File: src/rtl/intc_pkg.sv
// Shared interrupt-controller parameters and helpers for the NMI conditioning path.
package intc_pkg;

    localparam int CPU_NUM_DEF = 4;
    localparam int FILT_W_DEF  = 4;

    // Polarity-normalised NMI level: 1 means "NMI asserted" regardless of pin polarity.
    function automatic logic nmi_norm(input logic pin_lvl, input logic pol);
        return ~(pin_lvl ^ pol);
    endfunction

endpackage

File: src/rtl/intc_nmi_filter_ch.sv
// One NMI channel: 2-flop sync, polarity normalise, stability filter, arm gate, sticky glitch flag.
// Latency: pin to level is 3 + filt_len_i edges; enable drop gates the output combinationally.
// Backpressure: none; level output, capture stage downstream handles edge/hold.
module intc_nmi_filter_ch
    import intc_pkg::*;
#(
    parameter int FILT_W = FILT_W_DEF
) (
    input  logic              clk,
    input  logic              rst_n,
    input  logic              nmi_pin_i,
    input  logic              nmi_pol_i,
    input  logic              nmi_en_i,
    input  logic [FILT_W-1:0] filt_len_i,
    input  logic              glitch_clr_i,
    output logic              intreq_nmi_o,
    output logic              nmi_glitch_o
);

    // Sync cells: the pin is asynchronous to clk.
    (* async_reg = "true" *) logic s1_q;
    (* async_reg = "true" *) logic s2_q;
    logic              s1_d;
    logic              s2_d;
    logic              stable_q;
    logic              stable_d;
    logic [FILT_W-1:0] cnt_q;
    logic [FILT_W-1:0] cnt_d;
    logic              armed_q;
    logic              armed_d;
    logic              glitch_q;
    logic              glitch_d;
    logic              norm;
    logic              glitch_set;

    assign norm = nmi_norm(s2_q, nmi_pol_i);

    always_comb begin
        s1_d       = nmi_pin_i;
        s2_d       = s1_q;
        stable_d   = stable_q;
        cnt_d      = cnt_q;
        glitch_set = 1'b0;

        if (norm == stable_q) begin
            // Level returned before acceptance: the pending change was abandoned.
            cnt_d      = '0;
            glitch_set = (cnt_q != '0);
        end else if (cnt_q >= filt_len_i) begin
            stable_d = norm;
            cnt_d    = '0;
        end else begin
            cnt_d = cnt_q + 1'b1;
        end
    end

    always_comb begin
        armed_d = armed_q;
        if (!nmi_en_i) begin
            armed_d = 1'b0;
        end else if (!stable_q) begin
            armed_d = 1'b1;
        end
    end

    always_comb begin
        glitch_d = glitch_q | glitch_set;
        if (glitch_clr_i) begin
            glitch_d = 1'b0;
        end
    end

    always_ff @(posedge clk) begin
        if (!rst_n) begin
            s1_q     <= 1'b0;
            s2_q     <= 1'b0;
            stable_q <= 1'b0;
            cnt_q    <= '0;
            armed_q  <= 1'b0;
            glitch_q <= 1'b0;
        end else begin
            s1_q     <= s1_d;
            s2_q     <= s2_d;
            stable_q <= stable_d;
            cnt_q    <= cnt_d;
            armed_q  <= armed_d;
            glitch_q <= glitch_d;
        end
    end

    assign intreq_nmi_o = stable_q & armed_q & nmi_en_i;
    assign nmi_glitch_o = glitch_q;

endmodule

File: src/rtl/intc_nmi_filter.sv
// Per-CPU NMI input conditioner: one independent filter channel per CPU.
// Latency: 3 + filt_len_i edges pin to intreq_nmi_o; enable drop is same-cycle.
// Backpressure: none; drives levels into the NMI capture stage.
module intc_nmi_filter
    import intc_pkg::*;
#(
    parameter int CPU_NUM = CPU_NUM_DEF,
    parameter int FILT_W  = FILT_W_DEF
) (
    input  logic               clk,
    input  logic               rst_n,
    input  logic [CPU_NUM-1:0] nmi_pin_i,
    input  logic [CPU_NUM-1:0] nmi_pol_i,
    input  logic [CPU_NUM-1:0] nmi_en_i,
    input  logic [FILT_W-1:0]  filt_len_i,
    input  logic [CPU_NUM-1:0] glitch_clr_i,
    output logic [CPU_NUM-1:0] intreq_nmi_o,
    output logic [CPU_NUM-1:0] nmi_glitch_o
);

    for (genvar g = 0; g < CPU_NUM; g++) begin : g_ch
        intc_nmi_filter_ch #(
            .FILT_W (FILT_W)
        ) u_ch (
            .clk          (clk),
            .rst_n        (rst_n),
            .nmi_pin_i    (nmi_pin_i[g]),
            .nmi_pol_i    (nmi_pol_i[g]),
            .nmi_en_i     (nmi_en_i[g]),
            .filt_len_i   (filt_len_i),
            .glitch_clr_i (glitch_clr_i[g]),
            .intreq_nmi_o (intreq_nmi_o[g]),
            .nmi_glitch_o (nmi_glitch_o[g])
        );
    end

endmodule

File: config.mk
export PLATFORM = sky130hd
export DESIGN_NAME = intc_nmi_filter
export DESIGN_NICKNAME = d
export VERILOG_FILES = /design/src/rtl/intc_pkg.sv /design/src/rtl/intc_nmi_filter_ch.sv /design/src/rtl/intc_nmi_filter.sv
export SDC_FILE = /design/constraint.sdc
export NUM_CORES = 1
export LEC_CHECK = 0
export CORE_MARGIN = 3
export CORE_UTILIZATION = 56
export CTS_BUF_LIST = sky130_fd_sc_hd__clkbuf_4
export DETAILED_ROUTE_END_ITERATION = 8
export PLACE_DENSITY = 0.91
export SETUP_SLACK_MARGIN = 0.02
export SYNTH_ARGS = -nofsm -noshare
export SYNTH_HDL_FRONTEND = slang
export SYNTH_SLANG_ARGS = --single-unit
File: constraint.sdc
create_clock -name clk -period 1.9 [get_ports clk]
set_input_delay 0.38 -clock clk [delete_from_list [all_inputs] [get_ports clk]]
set_output_delay 0.38 -clock clk [all_outputs]
set_load 0.02 [all_outputs]
==> insert_results.sql, run 1 <==
INSERT INTO impl_metrics (metric_group, metric, value, unit) VALUES
('clock_network', 'clkTransAtPathRegs', '0.10', 'ns'),
('finish', 'drive_above_1_share', '12.3', '%'),
('global_route', 'grt_pass1_vias', '1437', ''),
('global_route', 'use_met1', '20.7', '%'),
('yosys', 'synth-seq-area-share', '36.7', '%'),
('place', 'placement.io_buffers', '29', ''),
('yosys', 'synthesis.area', '1960', 'sq um'),
('floorplanning', 'placeableCoreArea', '3200', 'sq um'),
('finish', 'synthToLayoutAreaGrowth', '17.2', '%'),
('routing', 'detailedRoute.firstPassIterationCount', '4', ''),
('setup_path', 'startpoint_type', 'input pin', ''),
('global_route', 'globalRouteOverflowTotal', '0', ''),
('floorplanning', 'dieArea', '4250', 'sq um'),
('floorplanning', 'fp.dieH', '65.2', 'um'),
('job', 'cap_viol_max_count', '0', ''),
('setup_path', 'maximum_net_fanout_on_the_critical_path', '4', ''),
('timing', 'grt_setup_unrepaired', 'no', ''),
('yosys', 'syn-instance-count', '191', ''),
('routing', 'ant_nets', '0', ''),
('global_route', 'grt-busiest-layer', 'met2', ''),
('global_route', 'grt_first_pass_wirelength', '6.11', 'mm'),
('place', 'gp_congestion', '0.832', ''),
('power_and_ir_drop', 'power-per-cell-area', '659', 'nW/um^2'),
('clock_network', 'ctsHtreeMaxLevel', '2', ''),
('finish', 'finish.net_count', '264', ''),
('global_route', 'met3_usage_in_global_routing', '4.44', '%'),
('timing', 'hold-worst-slack', '0.445', 'ns'),
('timing', 'skew', '0.00758', 'ns'),
('yosys', 'netlist-cell-type-count', '24', ''),
('floorplanning', 'start_util', '61.3', '%'),
('timing', 'relSlewSlack', '77.8', '%'),
('timing', 'ratio_of_final_minimum_period_to_clock_period', '92.3', '%'),
('power_and_ir_drop', 'static_leakage_power', '0.986', 'nW'),
('yosys', 'yosysWarningCount', '0', ''),
('clock_network', 'insertion_delay', '0.34', 'ns'),
('timing', 'report.final.setup_viol', '0', ''),
('finish', 'n_fill_cell', '276', ''),
('clock_network', 'cts_tree', 'yes', ''),
('timing', 'setup_total_negative_slack', '0', 'ns'),
('yosys', 'synth.ff_latch_count', '36', ''),
('finish', 'insertedDiodeCount', '0', ''),
('routing', 'avgRoutedWirePerCell', '12.7', 'um'),
('clock_network', 'clk_tree_root_cell', 'clkbuf_4', ''),
('setup_path', 'critical_path_arrival', '2.02', 'ns'),
('global_route', 'maximum_number_of_pins_on_one_net_before_global_route_repair', '15', ''),
('global_route', 'global_routing_usage_on_met2', '34.0', '%'),
('yosys', 'syn_nets', '237', ''),
('timing', 'max_freq', '0.571', 'GHz'),
('place', 'dp.final_hpwl', '2.66', 'mm'),
('power_and_ir_drop', 'irDropWorstVdd', '0.500', 'mV'),
('clock_network', 'clock_path_buffers', '2', ''),
('routing', 'route.vias.total', '1359', ''),
('setup_path', 'critical_path.endpoint_type', 'register', ''),
('clock_network', 'holdBufCountCts', '0', ''),
('routing', 'via_per_inst', '5.17', ''),
('global_route', 'total_track_usage', '18.7', '%'),
('timing', 'finalHoldViolations', '0', ''),
('clock_network', 'postCtsSetupBuffers', '0', ''),
('routing', 'detail_route.wirelength', '3.33', 'mm'),
('timing', 'layout_min_cycle_time', '1.75', 'ns'),
('floorplanning', 'ios', '30', ''),
('timing', 'slew_at_the_pin_closest_to_its_max_slew_limit', '0.328', 'ns'),
('setup_path', 'cp_data_required_time', '2.17', 'ns'),
('min_path', 'hold_class', 'register to register', ''),
('clock_network', 'clock_buffers_created_by_tritoncts', '5', ''),
('routing', 'drt_drc_violations_left', '0', ''),
('routing', 'drt_iter0_drc', '41', ''),
('floorplanning', 'die-width', '65.2', 'um'),
('outcome', 'outcome', 'finished clean', ''),
('global_route', 'initial_antenna_violation_count', '0', ''),
('setup_path', 'setup.worst_path.class', 'input pin to register', ''),
('floorplanning', 'row_count', '20', ''),
('finish', 'final_core_util', '71.8', '%'),
('timing', 'maxSlewViolCount', '0', ''),
('clock_network', 'tritoncts_num_sinks', '36', ''),
('yosys', 'syn-mean-instance-area', '10.3', 'sq um');
[cells in the final DEF, fill, tap and decap left out, types with 2 or more instances in the layout]
master,instances
o31ai_1,4
o211ai_2,4
xor2_1,5
clkdlybuf4s50_1,24
a2111oi_4,4
clkbuf_4,5
o211ai_1,4
buf_4,2
ha_1,24
nor4b_1,4
dlygate4sd2_1,4
and3_1,4
nand3_1,4
and2_1,8
nor2_1,20
clkinv_2,2
xor2_2,3
xnor2_1,8
a21oi_1,4
a2111oi_2,3
dfxtp_1,36
nand2b_4,4
inv_1,24
nand2_1,8
o21a_1,4
[cell families after synthesis]
logic type	Yosys count	share of synthesized area [%]
AOI/OAI and AO/OA	28	16.6
adders and majority gates	24	15.3
xor gates and xnor gates	16	8.29
buffers and inverters	35	8.29
and+or+nand+nor	52	14.8
DFF	36	36.7
[area by class of cell]
type / count / area (sq um) / area share, %
repair buffers: 31 / 303 / 13.2
well taps: 44 / 55.1 / 2.40
multi-input cells: 120 / 1080 / 46.9
clock buffers: 5 / 37.5 / 1.63
clock inverters: 3 / 13.8 / 0.599
flip-flops and latches: 36 / 721 / 31.4
inverters: 24 / 90.1 / 3.92
[power by group]
group	leakage, nW	switching, mW	internal [mW]
Clock	0.0324	0.241	0.136
Combinational	0.660	0.147	0.171
Sequential	0.294	0.0296	0.791
[worst paths after layout]
kind                               startpoint                               end  slack, ns  cells after the start
max                             filt_len_i[1]  g_ch[0].u_ch.cnt_q[2]$_SDFF_PP0_       0.15                      6
min              g_ch[1].u_ch.s1_q$_SDFF_PN0_      g_ch[1].u_ch.s2_q$_SDFF_PN0_       0.45                      1
max reg2reg  g_ch[2].u_ch.cnt_q[0]$_SDFF_PP0_  g_ch[2].u_ch.cnt_q[0]$_SDFF_PP0_       0.24                      6
min reg2reg      g_ch[1].u_ch.s1_q$_SDFF_PN0_      g_ch[1].u_ch.s2_q$_SDFF_PN0_       0.45                      1
[routing by layer]
metal	wire, um	part of all wire [%]	vias up
li1	-	-	692
met1	1410	42	635
met2	1720	52	25
met3	148	4.4	7
met4	58	1.7	0
met5	0	0	-
[critical path, stage by stage]
cell and delay (ns):
clkdlybuf4s50_1 0.45, inv_1 0.10, ha_1 0.35, a2111oi_4 0.42, o211ai_2 0.18, nor2_1 0.14
[cells in the mapped netlist, drive strengths merged]
| library cell | instances | share of area, % |
|---|---|---|
| ha | 24 | 15 |
| o21a | 4 | 1.5 |
| dfxtp | 36 | 37 |
| nor2 | 20 | 3.8 |
| o211ai | 8 | 4.1 |
| nand3 | 4 | 1.0 |
| a21oi | 4 | 1.0 |
| and3 | 4 | 1.3 |
| xor2 | 8 | 4.7 |
| nor4b | 4 | 1.8 |
| o31ai | 4 | 1.5 |
| clkbuf | 3 | 0.64 |
| and2 | 8 | 2.6 |
| a2111oi | 8 | 8.4 |
| nand2b | 4 | 2.8 |
| buf | 8 | 3.1 |
| inv | 24 | 4.6 |
| xnor2 | 8 | 3.6 |
| nand2 | 8 | 1.5 |
[through the flow]
stage	setup slack, ns	cell area [sq um]	instances	total power [mW]
CTS	0.0936	2300	263	1.54
finish	0.147	2300	263	1.51
detailed placement	-0.254	2250	255	1.16
floorplan	0.393	1960	191	1.06
global route	0.0433	2300	263	1.60
global placement	-0.222	2250	255	1.14
[state kept, by name, indices dropped and copies added, names as in the netlist]
name                    flops
g_ch.u_ch.cnt_q            16
g_ch.u_ch.armed_q           4
g_ch.u_ch.nmi_glitch_o      4
g_ch.u_ch.s1_q              4
g_ch.u_ch.s2_q              4
g_ch.u_ch.stable_q          4
[timing repair]
item                       CTS  global route
pin swaps                    0             2
setup endpoints to repair    4             9
gates resized for setup      4             1
(Power assumes the default switching activity.)
==> inputs of run 2 (changes only) <==
--- a/config.mk
+++ b/config.mk
@@ -7,7 +7,7 @@
 export LEC_CHECK = 0
 export CORE_MARGIN = 3
 export CORE_UTILIZATION = 56
-export CTS_BUF_LIST = sky130_fd_sc_hd__clkbuf_4
+export CTS_BUF_LIST = sky130_fd_sc_hd__clkbuf_8
 export DETAILED_ROUTE_END_ITERATION = 8
 export PLACE_DENSITY = 0.91
 export SETUP_SLACK_MARGIN = 0.02
==> run 2 against run 1 <==
Largest cell class unchanged. Die area did not move. Clock-buffer cell count rose by 1. Clock power rose by 47%. Sequential share of layout area fell by 0.75 points. Setup slack got worse by 0.062 ns. Largest power group unchanged.
==> insert_results.sql, run 2 (same netlist as run 1, synthesis figures left out) <==
INSERT INTO impl_metrics (metric_group, metric, value, unit) VALUES
('setup_path', 'setup.worst_path.class', 'input pin to register', ''),
('global_route', 'grt-busiest-layer', 'met2', ''),
('power_and_ir_drop', 'report.power.total', '1.70', 'mW'),
('timing', 'setup_total_negative_slack', '0', 'ns'),
('routing', 'drt_drc_violations_left', '0', ''),
('finish', 'largest_register_ff_count', '16', ''),
('global_route', 'grt_first_pass_wirelength', '6.25', 'mm'),
('floorplanning', 'placeableCoreArea', '3200', 'sq um'),
('place', 'gp_congestion', '0.832', ''),
('timing', 'slew_at_the_pin_closest_to_its_max_slew_limit', '0.344', 'ns'),
('global_route', 'met3_usage_in_global_routing', '5.98', '%'),
('place', 'placement.cell_area', '2250', 'sq um'),
('routing', 'ant_nets', '0', ''),
('routing', 'route.vias.total', '1367', ''),
('routing', 'detailedRoute.firstPassIterationCount', '4', ''),
('power_and_ir_drop', 'power-per-cell-area', '723', 'nW/um^2'),
('global_route', 'initial_antenna_violation_count', '0', ''),
('global_route', 'global_routing_usage_on_met2', '33.5', '%'),
('timing', 'max_freq', '0.551', 'GHz'),
('routing', 'avgRoutedWirePerCell', '13.1', 'um'),
('timing', 'ratio_of_final_minimum_period_to_clock_period', '95.5', '%'),
('timing', 'postLayoutSetupSlackWorst', '0.0856', 'ns'),
('finish', 'finish.net_count', '266', ''),
('min_path', 'min_delay_path_depth', '1', ''),
('setup_path', 'delay_contributed_by_the_slowest_stage_of_the_critical_path', '0.45', 'ns'),
('setup_path', 'worst-r2r-setup-slack', '0.23', 'ns'),
('global_route', 'grt_pass1_vias', '1444', ''),
('clock_network', 'insertion_delay', '0.29', 'ns'),
('timing', 'report.final.setup_viol', '0', ''),
('setup_path', 'startpoint_type', 'input pin', ''),
('clock_network', 'clock_path_buffers', '2', ''),
('setup_path', 'cp_data_required_time', '2.12', 'ns'),
('routing', 'detail_route.wirelength', '3.47', 'mm'),
('finish', 'postLayoutCellArea', '2350', 'sq um'),
('clock_network', 'tritoncts_num_sinks', '36', ''),
('setup_path', 'reg2reg_depth', '6', ''),
('timing', 'relSlewSlack', '76.9', '%'),
('finish', 'insertedDiodeCount', '0', ''),
('finish', 'max_flop_register', 'g_ch.u_ch.cnt_q', ''),
('floorplanning', 'die-width', '65.2', 'um'),
('min_path', 'hold_class', 'register to register', ''),
('place', 'dpl.cell_count', '255', ''),
('global_route', 'total_track_usage', '19.4', '%'),
('timing', 'hold-worst-slack', '0.438', 'ns'),
('floorplanning', 'row_count', '20', ''),
('place', 'dp.final_hpwl', '2.66', 'mm'),
('clock_network', 'cts_tree', 'yes', ''),
('routing', 'via_per_inst', '5.16', ''),
('min_path', 'holdPathEnd', 'g_ch[1].u_ch.s2_q$_SDFF_PN0_', ''),
('global_route', 'maximum_number_of_pins_on_one_net_before_global_route_repair', '15', ''),
('floorplanning', 'start_util', '61.3', '%'),
('outcome', 'outcome', 'finished clean', ''),
('job', 'cap_viol_max_count', '0', ''),
('clock_network', 'clkTransAtPathRegs', '0.06', 'ns'),
('timing', 'skew', '0.00639', 'ns'),
('routing', 'drt_iter0_drc', '52', ''),
('global_route', 'globalRouteOverflowTotal', '0', ''),
('place', 'placement.io_buffers', '29', ''),
('finish', 'n_fill_cell', '260', ''),
('floorplanning', 'ios', '30', ''),
('timing', 'layout_min_cycle_time', '1.81', 'ns'),
('min_path', 'worst_hold_startpoint', 'g_ch[1].u_ch.s1_q$_SDFF_PN0_', ''),
('clock_network', 'clock_buffers_created_by_tritoncts', '5', ''),
('finish', 'mostFrequentLayoutCell', 'dfxtp_1', ''),
('finish', 'drive_above_1_share', '13.6', '%'),
('finish', 'final_cell_mix', 'dfxtp_1 (36), inv_1 (24), ha_1 (24), clkdlybuf4s50_1 (24), nor2_1 (20)', ''),
('finish', 'final_cells', '265', ''),
('setup_path', 'r2r-end', 'g_ch[2].u_ch.cnt_q[3]$_SDFF_PP0_', ''),
('floorplanning', 'fp.dieH', '65.2', 'um'),
('finish', 'final_core_util', '73.5', '%'),
('global_route', 'use_met1', '21.7', '%'),
('floorplanning', 'dieArea', '4250', 'sq um'),
('setup_path', 'critical_path.endpoint_type', 'register', ''),
('clock_network', 'ctsHtreeMaxLevel', '2', ''),
('clock_network', 'clk_tree_root_cell', 'clkbuf_8', ''),
('setup_path', 'cp_cell_sequence', 'clkdlybuf4s50_1 > inv_1 > ha_1 > a2111oi_4 > o211ai_2 > nor2_1', ''),
('timing', 'maxSlewViolCount', '0', ''),
('clock_network', 'holdBufCountCts', '0', ''),
('setup_path', 'critical_path_arrival', '2.04', 'ns'),
('setup_path', 'maximum_net_fanout_on_the_critical_path', '4', ''),
('place', 'dp_slack', '-0.254', 'ns'),
('power_and_ir_drop', 'irDropWorstVdd', '0.584', 'mV'),
('setup_path', 'crit_path_top_delay_cell', 'clkdlybuf4s50_1', ''),
('timing', 'finalHoldViolations', '0', ''),
('setup_path', 'critical_path.reg2reg.startpoint', 'g_ch[2].u_ch.cnt_q[0]$_SDFF_PP0_', ''),
('power_and_ir_drop', 'static_leakage_power', '1.01', 'nW'),
('finish', 'synthToLayoutAreaGrowth', '20.0', '%');
-- run 2: repair_timing --
| item | in CTS | in global routing |
|---|---|---|
| pin swaps | 0 | 3 |
| setup endpoints to repair | 4 | 17 |
| buffers inserted | 0 | 2 |
| gates resized for setup | 4 | 1 |
-- run 2: area by class of cell --
| cell class | count | area, sq um | area share [%] |
|---|---|---|---|
| clock buffer | 6 | 82.6 | 3.51 |
| clock inverter | 2 | 10.0 | 0.425 |
| inverter | 24 | 90.1 | 3.83 |
| multi-input combinational | 120 | 1080 | 45.8 |
| sequential | 36 | 721 | 30.6 |
| tap | 44 | 55.1 | 2.34 |
| timing repair buffer | 33 | 318 | 13.5 |
-- run 2: per-layer routing --
metal,vias to the layer above,routed length (um)
met5,-,0
met1,642,1500
met2,26,1740
met3,9,157
li1,690,-
met4,0,75
-- run 2: worst max path at each step --
stage | startpoint | end | slack (ns) | cells after the start
finish | filt_len_i[1] | g_ch[0].u_ch.cnt_q[2]$_SDFF_PP0_ | 0.09 | 6
floorplan | g_ch[0].u_ch.cnt_q[0]$_SDFF_PP0_ | g_ch[0].u_ch.cnt_q[2]$_SDFF_PP0_ | 0.39 | 6
global route | filt_len_i[1] | g_ch[0].u_ch.cnt_q[2]$_SDFF_PP0_ | -0.002 | 6
global placement | filt_len_i[0] | g_ch[0].u_ch.cnt_q[3]$_SDFF_PP0_ | -0.22 | 6
CTS | filt_len_i[0] | g_ch[0].u_ch.cnt_q[2]$_SDFF_PP0_ | 0.04 | 6
detailed placement | filt_len_i[0] | g_ch[0].u_ch.cnt_q[2]$_SDFF_PP0_ | -0.25 | 6
-- run 2: power breakdown --
group | switching (mW) | internal (mW) | leakage [nW]
clock | 0.264 | 0.289 | 0.0510
combinational | 0.150 | 0.179 | 0.669
sequential | 0.0301 | 0.791 | 0.294
-- run 2: critical path, delay by kind of cell --
kind                       cells  cell delay (ns)
adders and majority gates      1             0.35
and+or+nand+nor                1             0.14
buffers and inverters          2             0.55
AOI/OAI and AO/OA              2             0.62
